### src/rtl/reg_wb_pkg.sv
// rtl/reg_wb_pkg.sv - shared constants and types for the register writeback controller
package reg_wb_pkg;

    localparam int DATA_W   = 32;
    localparam int ADDR_W   = 5;
    localparam int CNT_W    = 2;
    localparam int NUM_REGS = 1 << ADDR_W;
    localparam int ZERO_REG = 0;
    localparam int CNT_MAX  = (1 << CNT_W) - 1;

    typedef logic [DATA_W-1:0] reg_data_t;
    typedef logic [ADDR_W-1:0] reg_idx_t;
    typedef logic [CNT_W-1:0]  pend_cnt_t;

endpackage

### src/rtl/reg_scoreboard.sv
// rtl/reg_scoreboard.sv - per-register pending-write counters, issue back-pressure and RAW stall query (optional WB_BYPASS_EN)
module reg_scoreboard
    import reg_wb_pkg::*;
(
    input  logic     clk,
    input  logic     rst_n,
    input  logic     issValid,
    input  logic     issWr,
    input  reg_idx_t issDst,
    output logic     issReady,
    input  logic     wbWe,
    input  reg_idx_t wbAddr,
    input  reg_idx_t qSrc1,
    input  reg_idx_t qSrc2,
    output logic     stall
);

    pend_cnt_t           cnt [NUM_REGS];
    logic                issAccept;
    logic [NUM_REGS-1:0] incVec;
    logic [NUM_REGS-1:0] decVec;
    logic                busy1;
    logic                busy2;

    // A writing issue is refused only while its destination counter is full
    always_comb begin
        issReady  = !(issWr && (cnt[issDst] == pend_cnt_t'(CNT_MAX)));
        issAccept = issValid && issWr && issReady;
    end

    // Decode the accepted issue and the current writeback into per-register events; r0 never counts
    always_comb begin
        incVec = '0;
        decVec = '0;
        for (int r = 1; r < NUM_REGS; r++) begin
            incVec[r] = issAccept && (issDst == reg_idx_t'(r));
            decVec[r] = wbWe && (wbAddr == reg_idx_t'(r));
        end
    end

    // Counter array: simultaneous inc/dec cancel, decrement at zero is ignored
    always_ff @(posedge clk or negedge rst_n) begin
        if (!rst_n) begin
            for (int r = 0; r < NUM_REGS; r++) begin
                cnt[r] <= '0;
            end
        end else begin
            for (int r = 1; r < NUM_REGS; r++) begin
                if (incVec[r] && !decVec[r]) begin
                    cnt[r] <= cnt[r] + 1'b1;
                end else if (decVec[r] && !incVec[r] && (cnt[r] != '0)) begin
                    cnt[r] <= cnt[r] - 1'b1;
                end
            end
        end
    end

    // RAW query: a source is busy while any producer is outstanding, unless the
    // last one is being written this cycle and the negedge commit beats the read
    always_comb begin
        busy1 = (cnt[qSrc1] != '0);
        busy2 = (cnt[qSrc2] != '0);
`ifdef WB_BYPASS_EN
        if ((cnt[qSrc1] == pend_cnt_t'(1)) && wbWe && (wbAddr == qSrc1)) begin
            busy1 = 1'b0;
        end
        if ((cnt[qSrc2] == pend_cnt_t'(1)) && wbWe && (wbAddr == qSrc2)) begin
            busy2 = 1'b0;
        end
`else
        busy1 = busy1;
        busy2 = busy2;
`endif
        stall = busy1 || busy2;
    end

endmodule

### src/rtl/reg_writeback_ctrl.sv
// rtl/reg_writeback_ctrl.sv - MEM/WB register, writeback mux and register-file write port (optional WB_BYPASS_EN)
module reg_writeback_ctrl
    import reg_wb_pkg::*;
(
    input  logic              clk,
    input  logic              rst_n,
    input  logic              iss_valid,
    input  logic              iss_wr,
    input  logic [ADDR_W-1:0] iss_dst,
    output logic              iss_ready,
    input  logic              mem_valid,
    input  logic              mem_wr,
    input  logic              mem_to_reg,
    input  logic [ADDR_W-1:0] mem_dst,
    input  logic [DATA_W-1:0] mem_alu,
    input  logic [DATA_W-1:0] mem_rdata,
    input  logic [ADDR_W-1:0] q_src1,
    input  logic [ADDR_W-1:0] q_src2,
    output logic              stall,
    output logic              rf_we,
    output logic [ADDR_W-1:0] rf_waddr,
    output logic [DATA_W-1:0] rf_wdata
);

    reg_data_t wbData;
    logic      wbWrite;

    // Writeback source select and write qualification; writes to r0 are dropped here
    always_comb begin
        wbData  = mem_to_reg ? mem_rdata : mem_alu;
        wbWrite = mem_valid && mem_wr && (mem_dst != reg_idx_t'(ZERO_REG));
    end

    // MEM/WB pipeline register driving the register-file port for one cycle
    always_ff @(posedge clk or negedge rst_n) begin
        if (!rst_n) begin
            rf_we    <= 1'b0;
            rf_waddr <= '0;
            rf_wdata <= '0;
        end else begin
            rf_we    <= wbWrite;
            rf_waddr <= mem_dst;
            rf_wdata <= wbData;
        end
    end

    reg_scoreboard u_scoreboard (
        .clk      (clk),
        .rst_n    (rst_n),
        .issValid (iss_valid),
        .issWr    (iss_wr),
        .issDst   (iss_dst),
        .issReady (iss_ready),
        .wbWe     (rf_we),
        .wbAddr   (rf_waddr),
        .qSrc1    (q_src1),
        .qSrc2    (q_src2),
        .stall    (stall)
    );

endmodule

### config.mk
export PLATFORM = sky130hd
export DESIGN_NAME = reg_writeback_ctrl
export DESIGN_NICKNAME = d
export VERILOG_FILES = /design/src/rtl/reg_wb_pkg.sv /design/src/rtl/reg_scoreboard.sv /design/src/rtl/reg_writeback_ctrl.sv
export SDC_FILE = /design/constraint.sdc
export NUM_CORES = 1
export LEC_CHECK = 0
export BUFFER_PORTS_ARGS = -buffer_cell sky130_fd_sc_hd__buf_2
export CORE_ASPECT_RATIO = 1.75
export CORE_MARGIN = 1.5
export CORE_UTILIZATION = 58
export CTS_BUF_LIST = sky130_fd_sc_hd__clkbuf_4 sky130_fd_sc_hd__clkbuf_8
export DETAILED_ROUTE_END_ITERATION = 10
export GPL_ROUTABILITY_DRIVEN = 0
export PLACE_DENSITY = 0.84
export REMOVE_ABC_BUFFERS = 1
export SLEW_MARGIN = 20
export SYNTH_ARGS = -nofsm -noshare
export SYNTH_HDL_FRONTEND = slang
export SYNTH_SLANG_ARGS = --single-unit
### constraint.sdc
create_clock -name clk -period 4.12 [get_ports clk]
set_input_delay 1.03 -clock clk [delete_from_list [all_inputs] [get_ports clk]]
set_output_delay 1.03 -clock clk [all_outputs]
set_load 0.02 [all_outputs]
==> metrics.md, run 1 <==
| Metric | Value |
|---|---|
| Status | `finished, final reports clean` |
| # hold bufs at CTS | `0` |
| Via count | `6418` |
| Design Area, Final | `7450 sq um` |
| CTS buffer count | `9` |
| Dpl hpwl | `approximately 15000 microns` |
| Worst-margin pin slew | `between 700 and 800 ps` |
| HP Class | `reg2reg` |
| Number of global-route vias before repair | `6639` |
| Crit path DAT | `between 2000 and 3000 ps` |
| IO buf count | `130` |
| DRC Markers | `0` |
| Clock slew at reported path FFs | `90 ps` |
| Initial antenna violation count | `0` |
| Layout area overhead | `14.4%` |
| Pre-CTS WS | `approximately 72 ps` |
| Maximum buffer depth of the clock tree | `2` |
| Crit-path cells | `buf_2 -> buf_4 -> or3b_2 -> o32ai_1 -> a2111oi_4 -> nor3_1 -> o21ai_1 -> buf_2` |
| WS Path Type | `in2out` |
| Library cells used by synthesis | `60` |
| Initial drt markers | `802` |
| Mapped Cells | `679` |
| Max-cap violations | `0` |
| Post-synth ARST share | `100%` |
| Final min period | `between 3000 and 4000 ps` |
| Leakage power | `approximately 3.3 nW` |
| Final core occ | `67.5%` |
| Final setup margin | `around 120 ps` |
| CP Capture Type | `primary output` |
| Post-Syn Area | `approximately 6500 sq um` |
| Synth warnings | `2` |
| ANT cells | `0` |
| Sequential area share after synthesis | `~38%` |
| Worst vdd ir | `roughly 0.24 mV` |
| Multi-input gate area | `a little under 4000 sq um` |
| PD cells | `between 300 and 400 nW/um^2` |
| Ports | `around 130` |
| Largest net degree at the start of global routing | `between 50 and 60` |
| Setup-failing EPs final | `0` |
| WL final | `20100 microns` |
| Setup tns final | `0 ps` |
| #FFs+latches synth | `100` |
| CP Launch Type | `input pin` |
| Syn Area/Cell | `roughly 9.6 sq um` |
| Slowest cell on crit path | `or3b_2` |
| Detail Route Antenna Nets | `0` |
| Root Buffer | `clkbuf_8` |
| RSZ-0062 raised after global routing | `false` |
| Layout cells sized above 1 | `around 29%` |
| Max-slew violations | `0` |
| Ys flop type | `dfrtp_1` |
| Highest Clock Rate | `roughly 250 MHz` |
| H-tree Lvls | `3` |
| Total die area | `around 12000 sq um` |
| Post-CTS setup buffers | `0` |
| Register area | `~2500 sq um` |
| Critical Path Max Stage Delay | `500 ps` |
| Total gr overflow | `0` |
| Die H | `around 140 microns` |
| Crit Path Max Fanout | `14` |
| Vias per Instance | `6.86` |
| Slew headroom | `about 48%` |
| Req. time, crit path | `about 3000 ps` |
| Hold Violations, Final | `0` |
| Layout Skew | `roughly 18 ps` |
| Most used cell, CP | `buf_2` |
| Delay-heaviest family, CP | `buffers and inverters` |
| Initial Util | `59.0%` |
| All-Layer GR Usage | `around a third` |
| Filler Cells Inserted | `roughly 880` |
| 1st-pass router iterations | `6` |
| Clk_lat worst skew | `390 ps` |
| Tot Pwr | `2.69 mW` |
| Die W | `83.1 microns` |
| Placed inst area | `roughly 7300 sq um` |
| TritonCTS clock tree | `built` |
| CTS sink count | `100` |
| First-pass GRT wire length | `between 30000 and 40000 microns` |
| Row count | `between 50 and 60` |
| Nets | `~890` |
| Core area | `11000 sq um` |
| DR WL/cell | `roughly 22 microns` |
| CP bufs+invs | `3` |
| Final worst path period share | `between 90% and 100%` |
| EDFF count, synth | `0` |
==> synthesized netlist by cell type (3+ instances only) <==
library cell	n	area, sq um
dfrtp_1	100	2500
nor2_1	86	323
nand2_1	59	221
mux2_2	37	417
o21ai_0	33	165
a21oi_1	30	150
mux4_2	22	495
and3_1	18	113
clkbuf_1	18	67.6
nor3_1	18	90.1
mux2i_1	16	160
o21bai_1	16	120
xnor2_1	15	131
a2bb2oi_1	14	123
nand3_1	14	70.1
nor2b_1	14	87.6
a21boi_0	12	90.1
o22a_1	12	105
o211ai_1	11	82.6
o31ai_1	11	82.6
o22ai_1	10	62.6
buf_2	9	45.0
and2_1	8	50.1
and3b_1	7	61.3
or2_2	7	43.8
inv_1	6	22.5
a211o_1	5	43.8
nand2b_1	5	31.3
nand3b_1	5	37.5
nand4_1	5	31.3
nor3b_1	5	37.5
a211oi_1	4	30.0
o2111ai_1	4	35.0
a21o_1	3	22.5
buf_1	3	11.3
o32ai_1	3	26.3
or3_1	3	18.8
==> through the flow <==
stage          instances  hold slack [ps]
6_report             935              553
5_1_grt              935              576
4_1_cts              935              544
3_5_place_dp         919              516
3_3_place_gp         919              499
2_1_floorplan        646              476
==> power by group <==
part / internal [mW] / switching [mW] / leakage, nW
sequential: 1.12 / 0.241 / 1.17
combinational: 0.356 / 0.380 / 2.04
clock: 0.232 / 0.369 / 0.0842
==> state kept, by name (all words and copies together) (netlist names) <==
register and flops:
u_scoreboard.cnt 62, rf_wdata 32, rf_waddr 5, rf_we 1
==> repair_timing <==
action                     4_1_cts  5_1_grt
setup endpoints to repair        0        1
gates resized for setup          0        2
hold endpoints to repair         0        0
==> layer usage <==
metal	routed length, microns	part of all wire (%)	vias up	GRT usage, %
met5	0	0	-	0
met1	6510	32	2989	36.0
li1	-	-	2776	-
met3	1970	9.8	146	8.38
met4	1560	7.7	0	23.9
met2	10100	50	507	62.3
==> cell usage in the layout, fill, tap and decap left out, types with 15 or more instances in the layout <==
cell,n
buf_2,129
dfrtp_1,100
nor2_1,86
nand2_1,59
mux2_2,37
o21ai_0,32
a21oi_1,30
mux4_2,22
nor3_1,18
and3_1,18
mux2i_1,16
o21bai_1,16
xnor2_1,15
==> worst paths after layout <==
kind | startpoint | to | slack, ps | cells after the start
max | iss_dst[1] | iss_ready | 120 | 8
min | u_scoreboard.cnt[44] | u_scoreboard.cnt[44] | 550 | 1
max reg2reg | u_scoreboard.cnt[13] | u_scoreboard.cnt[6] | 1620 | 7
min reg2reg | u_scoreboard.cnt[44] | u_scoreboard.cnt[44] | 550 | 1
max in group asynchronous | rst_n | rf_wdata[18] | 2610 | 2
min in group asynchronous | rst_n | u_scoreboard.cnt[28] | 690 | 1
==> logic make-up after synthesis <==
| family | count (synthesis) | synth area share (%) |
|---|---|---|
| mux | 76 | 16.9 |
| simple gates | 267 | 20.4 |
| flops | 100 | 38.4 |
| compound gates | 180 | 19.3 |
| buf+inv | 39 | 2.71 |
| xor+xnor | 17 | 2.29 |
==> cell type report <==
cell class	count	area share, %
inverters	6	0.302
repair buffers	141	9.87
well taps	132	2.22
clock buffers	10	1.76
clock inverters	6	0.638
multi-input cells	540	51.6
flip-flops and latches	100	33.6
Power figures use the tool's default switching activity.
==> run 2, diff against run 1 <==
--- a/config.mk
+++ b/config.mk
@@ -13,7 +13,6 @@
 export DETAILED_ROUTE_END_ITERATION = 10
 export GPL_ROUTABILITY_DRIVEN = 0
 export PLACE_DENSITY = 0.84
-export REMOVE_ABC_BUFFERS = 1
 export SLEW_MARGIN = 20
 export SYNTH_ARGS = -nofsm -noshare
 export SYNTH_HDL_FRONTEND = slang
==> run 2 against run 1 <==
Effect of this change:
- total power increased by 0.22%
- clock-buffer cell count unchanged
- non-clock buffer count grew 1
- sequential power is essentially flat
- via count down 0.37%
- register-to-register slack about the same
- clock skew fell by 5.7 ps
- flip-flop and latch count unchanged
- first-iteration DRC count shrank 5.5%
==> metrics.md, run 2 (synthesized netlist as in run 1, its figures left out) <==
| Metric | Value |
|---|---|
| Clk_lat worst skew | `~370 ps` |
| Max-cap violations | `0` |
| Worst Setup EP | `iss_ready` |
| R2R Path Start | `u_scoreboard.cnt[55]` |
| Grt peak-use layer | `met2` |
| Layout area overhead | `14.6%` |
| Worst-margin pin slew | `673 ps` |
| CTS buffer count | `9` |
| IO buf count | `130` |
| WS Path Type | `in2out` |
| WL final | `just over 20000 microns` |
| Commonest cells after routing, fill and taps aside | `buf_2 (128), dfrtp_1 (100), nor2_1 (86), nand2_1 (59), mux2_2 (37)` |
| First-pass GRT wire length | `between 30000 and 40000 microns` |
| Crit path DAT | `a little under 3000 ps` |
| Largest register FFs | `62` |
| Req. time, crit path | `between 3000 and 4000 ps` |
| Slew headroom | `between 50 and 60%` |
| Highest Clock Rate | `253 MHz` |
| Crit-path cells | `clkbuf_4 -> mux2_2 -> a32oi_1 -> nor4bb_2 -> nor3_1 -> o21ai_1 -> buf_2` |
| Critical Path Max Stage Delay | `roughly 390 ps` |
| Multi-input gate area | `~3800 sq um` |
| Layout Skew | `between 10 and 15 ps` |
| HP Class | `reg2reg` |
| Most common cell after layout, fill and taps aside | `buf_2` |
| R2R depth | `7` |
| Nets | `slightly below 900` |
| Final min period | `roughly 4000 ps` |
| Setup-failing EPs final | `0` |
| CTS sink count | `100` |
| PD cells | `around 360 nW/um^2` |
| Status | `finished, final reports clean` |
| ANT cells | `0` |
| DR WL/cell | `about 22 microns` |
| Core area | `11000 sq um` |
| Largest register by flop count | `u_scoreboard.cnt` |
| Maximum buffer depth of the clock tree | `2` |
| Root Buffer | `clkbuf_8` |
| Final core occ | `about two thirds` |
| Initial antenna violation count | `0` |
| Via count | `6394` |
| Max-slew violations | `0` |
| Ports | `between 100 and 150` |
| Post-CTS setup buffers | `0` |
| Total gr overflow | `0` |
| 1st-pass router iterations | `6` |
| Vias per Instance | `6.83` |
| Initial drt markers | `758` |
| Hold Violations, Final | `0` |
| All-Layer GR Usage | `between 30 and 40%` |
| Detail Route Antenna Nets | `0` |
| CP Capture Type | `primary output` |
| Filler Cells Inserted | `a little under 900` |
| Layout cells sized above 1 | `28.6%` |
| Die H | `around 140 microns` |
| Clock slew at reported path FFs | `~90 ps` |
| TritonCTS clock tree | `built` |
| Final worst path period share | `95.9%` |
| Number of global-route vias before repair | `approximately 6.3k` |
| Post-CTS sizing | `0` |
| Met1 usage | `between 30% and 40%` |
| Crit Path Max Fanout | `23` |
| Register area | `approximately 2500 sq um` |
| RSZ-0062 raised after global routing | `false` |
| GR Layer Usage met2 | `between 60% and 70%` |
| Reg2Reg Capture Point | `u_scoreboard.cnt[54]` |
| Leakage power | `3.30 nW` |
| Slowest cell on crit path | `mux2_2` |
| Critical path origin | `iss_dst[1]` |
| R2r setup slk | `roughly 1600 ps` |
| # hold bufs at CTS | `0` |
| Largest net degree at the start of global routing | `between 40 and 50` |
| Die W | `83.1 microns` |
| Met3 Use GR | `under 10%` |
| CP Launch Type | `input pin` |
| Row count | `between 50 and 60` |
| Syn_nets | `770` |
| Initial Util | `around three fifths` |
| Total die area | `approximately 12000 sq um` |
| H-tree Lvls | `3` |
| Dpl hpwl | `~15000 microns` |
| Worst vdd ir | `0.362 mV` |
| DRC Markers | `0` |
| Setup tns final | `0 ps` |
| Biggest regs | `u_scoreboard.cnt: 62 flops, rf_wdata: 32 flops, rf_waddr: 5 flops` |
-- run 2: cell count changes in the layout (fill, tap and decap cells not counted), sizes merged --
cell,change
clkbuf,+1
-- run 2: worst min-delay path by stage --
stage | start | endpoint | slack (ps) | depth (start not counted)
6_report | u_scoreboard.cnt[38] | u_scoreboard.cnt[38] | 520 | 1
3_5_place_dp | u_scoreboard.cnt[38] | u_scoreboard.cnt[38] | 510 | 1
5_1_grt | u_scoreboard.cnt[38] | u_scoreboard.cnt[38] | 560 | 1
3_3_place_gp | u_scoreboard.cnt[46] | u_scoreboard.cnt[46] | 500 | 1
4_1_cts | u_scoreboard.cnt[38] | u_scoreboard.cnt[38] | 520 | 1
2_1_floorplan | u_scoreboard.cnt[34] | u_scoreboard.cnt[34] | 480 | 1
-- run 2: area by class of cell --
cell class	instances	area share [%]
Clock inverter	6	0.637
Inverter	6	0.302
Tap cell	132	2.21
Sequential cell	100	33.5
Multi-Input combinational cell	540	51.6
Timing Repair Buffer	142	9.99
Clock buffer	10	1.76
-- run 2: stage by stage --
step | hold WS (ps) | instances | setup slack (ps) | power [mW] | cell area [sq um]
4_1_cts | 522 | 936 | 75.7 | 2.67 | 7450
2_1_floorplan | 476 | 679 | 7.75 | 1.79 | 6520
6_report | 524 | 936 | 170 | 2.70 | 7460
3_3_place_gp | 495 | 920 | 262 | 2.03 | 7280
3_5_place_dp | 509 | 920 | 82.6 | 2.09 | 7280
5_1_grt | 556 | 936 | 96.1 | 2.81 | 7460
-- run 2: power breakdown --
part / switching, mW / internal [mW]
clock network: 0.363 / 0.232
registers: 0.238 / 1.12
logic: 0.394 / 0.357
total: 0.995 / 1.71
-- run 2: critical path, delay by kind of cell --
family                 cells  cell delay, ps
buffers and inverters      2             510
AND/OR/NAND/NOR            2             510
multiplexers               1             390
AO/OA/AOI/OAI              2             460
-- run 2: metal layers --
metal	vias up	wire length, microns
li1	2777	-
met1	3030	6560
met2	459	10400
met3	128	1690
met4	0	1520
met5	-	0
==> run 3, diff against run 2 <==
--- a/config.mk
+++ b/config.mk
@@ -6,7 +6,7 @@
 export NUM_CORES = 1
 export LEC_CHECK = 0
 export BUFFER_PORTS_ARGS = -buffer_cell sky130_fd_sc_hd__buf_2
-export CORE_ASPECT_RATIO = 1.75
+export CORE_ASPECT_RATIO = 0.7
 export CORE_MARGIN = 1.5
 export CORE_UTILIZATION = 58
 export CTS_BUF_LIST = sky130_fd_sc_hd__clkbuf_4 sky130_fd_sc_hd__clkbuf_8
==> constraint.sdc (replaced) <==
create_clock -name clk -period 4.12 [get_ports clk]
set_input_delay 1.03 -clock clk [delete_from_list [all_inputs] [get_ports clk]]
set_output_delay 1.03 -clock clk [all_outputs]
set_load 0.05 [all_outputs]
==> run 3 against run 2 <==
Effect of this change:
- hold slack improved by 27 ps
- via count decreased by 1.1%
- maximum frequency decreased by 1.9%
- global-route usage decreased by 0.095 points
- sequential power about the same
- total power increased by 4.0%
- cell count increased by 2.6%
- worst setup slack got worse by 75 ps
- core utilization increased by 1.1 points
- critical path type unchanged
==> metrics.md, run 3 (synthesized netlist as in run 1, its figures left out) <==
| Metric | Value |
|---|---|
| Status | `finished, final reports clean` |
| Fin Hold WS | `~550 ps` |
| Detail Route Antenna Nets | `0` |
| PD cells | `about 370 nW/um^2` |
| Highest Clock Rate | `248 MHz` |
| CTS buffer count | `9` |
| Largest register FFs | `62` |
| Total die area | `11900 sq um` |
| Reg2Reg Capture Point | `u_scoreboard.cnt[36]` |
| DR WL/cell | `roughly 20 microns` |
| Worst vdd ir | `around 0.20 mV` |
| Nets | `893` |
| DRC Markers | `0` |
| RSZ-0062 raised after global routing | `false` |
| Met3 routed wirelength | `2610 microns` |
| H-tree Lvls | `3` |
| Final min period | `4020 ps` |
| Crit-path cells | `buf_2 -> buf_4 -> nor4b_1 -> o2bb2ai_1 -> a2111oi_4 -> nor3_1 -> buf_4 -> o21ai_4 -> buf_2` |
| Post-CTS sizing | `0` |
| Slew headroom | `between 40% and 50%` |
| Hold path cells | `1` |
| R2R depth | `6` |
| Vias per Instance | `6.58` |
| Largest net degree at the start of global routing | `86` |
| Delay-heaviest family, CP | `simple AND/OR/NAND/NOR gates` |
| Initial drt markers | `between 800 and 900` |
| Commonest cells after routing, fill and taps aside | `buf_2 (129), dfrtp_1 (100), nor2_1 (86), nand2_1 (59), mux2_2 (37)` |
| 1st-pass router iterations | `6` |
| Setup tns final | `0 ps` |
| Leakage power | `~3.3 nW` |
| Highest metal used | `met5` |
| Hold_sp | `u_scoreboard.cnt[42]` |
| Largest register by flop count | `u_scoreboard.cnt` |
| CP Launch Type | `input pin` |
| Critical Path Max Stage Delay | `approximately 600 ps` |
| Worst-margin pin slew | `around 840 ps` |
| Clock slew at reported path FFs | `approximately 100 ps` |
| CTS sink count | `100` |
| Final core occ | `between 60% and 70%` |
| R2R Path Start | `u_scoreboard.cnt[32]` |
| WS Path Type | `in2out` |
| Max-cap violations | `0` |
| Row count | `32` |
| Core area | `11000 sq um` |
| Slowest cell on crit path | `nor4b_1` |
| Req. time, crit path | `3090 ps` |
| Crit path DAT | `2990 ps` |
| Via count | `6321` |
| Most common cell after layout, fill and taps aside | `buf_2` |
| Final worst path period share | `97.7%` |
| Dpl hpwl | `between 10000 and 15000 microns` |
| TritonCTS clock tree | `built` |
| Maximum buffer depth of the clock tree | `2` |
| ANT cells | `0` |
| Biggest regs | `u_scoreboard.cnt: 62 flops, rf_wdata: 32 flops, rf_waddr: 5 flops` |
| CP Capture Type | `primary output` |
| Hold Path Sink | `u_scoreboard.cnt[42]` |
| Setup-failing EPs final | `0` |
| Layout area overhead | `15.7%` |
| # hold bufs at CTS | `0` |
| Ports | `approximately 130` |
| Syn_nets | `between 700 and 800` |
| Post-CTS setup buffers | `0` |
| WL final | `~20000 microns` |
| Layout cells sized above 1 | `28.9%` |
| Die H | `between 90 and 100 microns` |
| Hold Violations, Final | `0` |
| WL met1 | `7670 microns` |
| R2r setup slk | `between 1500 and 2000 ps` |
| First-pass GRT wire length | `30800 microns` |
| CP bufs+invs | `4` |
| Initial Util | `59.4%` |
| Initial antenna violation count | `0` |
| Number of global-route vias before repair | `approximately 6k` |
| Max-slew violations | `0` |
| All-Layer GR Usage | `between 30 and 40%` |
| Die W | `approximately 130 microns` |
| HP Class | `reg2reg` |
| Crit Path Max Fanout | `10` |
| Layout Skew | `roughly 20 ps` |
| Metal2 WL | `8910 microns` |
| Root Buffer | `clkbuf_8` |
| Total gr overflow | `0` |
| Clk_lat worst skew | `approximately 400 ps` |
| IO buf count | `130` |
-- run 3: cell types whose count changed in the layout (fill, tap and decap cells not counted), sizes merged --
cell,change
buf,+4
clkbuf,-2
clkinv,+1
clkinvlp,-2
inv,+2
-- run 3: stage by stage --
| step | cells | power [mW] | worst slack (ps) | area (sq um) |
|---|---|---|---|---|
| after floorplan | 679 | 1.86 | 19.7 | 6530 |
| after global placement | 944 | 2.10 | 228 | 7340 |
| after detailed placement | 944 | 2.15 | 195 | 7340 |
| after CTS | 960 | 2.77 | 177 | 7530 |
| after global routing | 960 | 2.92 | 85.2 | 7540 |
| final | 960 | 2.81 | 95.4 | 7540 |
-- run 3: power breakdown --
group / total (mW) / internal [mW] / switching [mW] / leakage, nW
Sequential: 1.35 / 1.12 / 0.237 / 1.17
Clock: 0.636 / 0.238 / 0.397 / 0.0968
Combinational: 0.818 / 0.359 / 0.460 / 2.06
-- run 3: final cells by class --
| type | instances | area [sq um] |
|---|---|---|
| sequential | 100 | 2500 |
| clock inverter | 7 | 75.1 |
| fill | 866 | 3430 |
| clock buffer | 9 | 124 |
| tap | 153 | 191 |
| multi-input combinational | 540 | 3850 |
| timing repair buffer | 145 | 769 |
| inverter | 6 | 22.5 |
-- run 3: how the worst max path moves through the flow --
stage                     startpoint         to  cells past startpoint
final                     iss_dst[1]  iss_ready                      9
after global routing      iss_dst[1]  iss_ready                      9
after CTS                 iss_dst[1]  iss_ready                      9
after detailed placement  iss_dst[1]  iss_ready                      9
after global placement    iss_dst[1]  iss_ready                      9
after floorplan           iss_dst[1]  iss_ready                     10
-- run 3: routing by layer --
metal | global-route usage (%) | vias to the layer above
li1 | - | 2778
met1 | 47.2 | 3038
met2 | 52.6 | 449
met3 | 9.63 | 54
met4 | 9.81 | 2
met5 | 0 | -
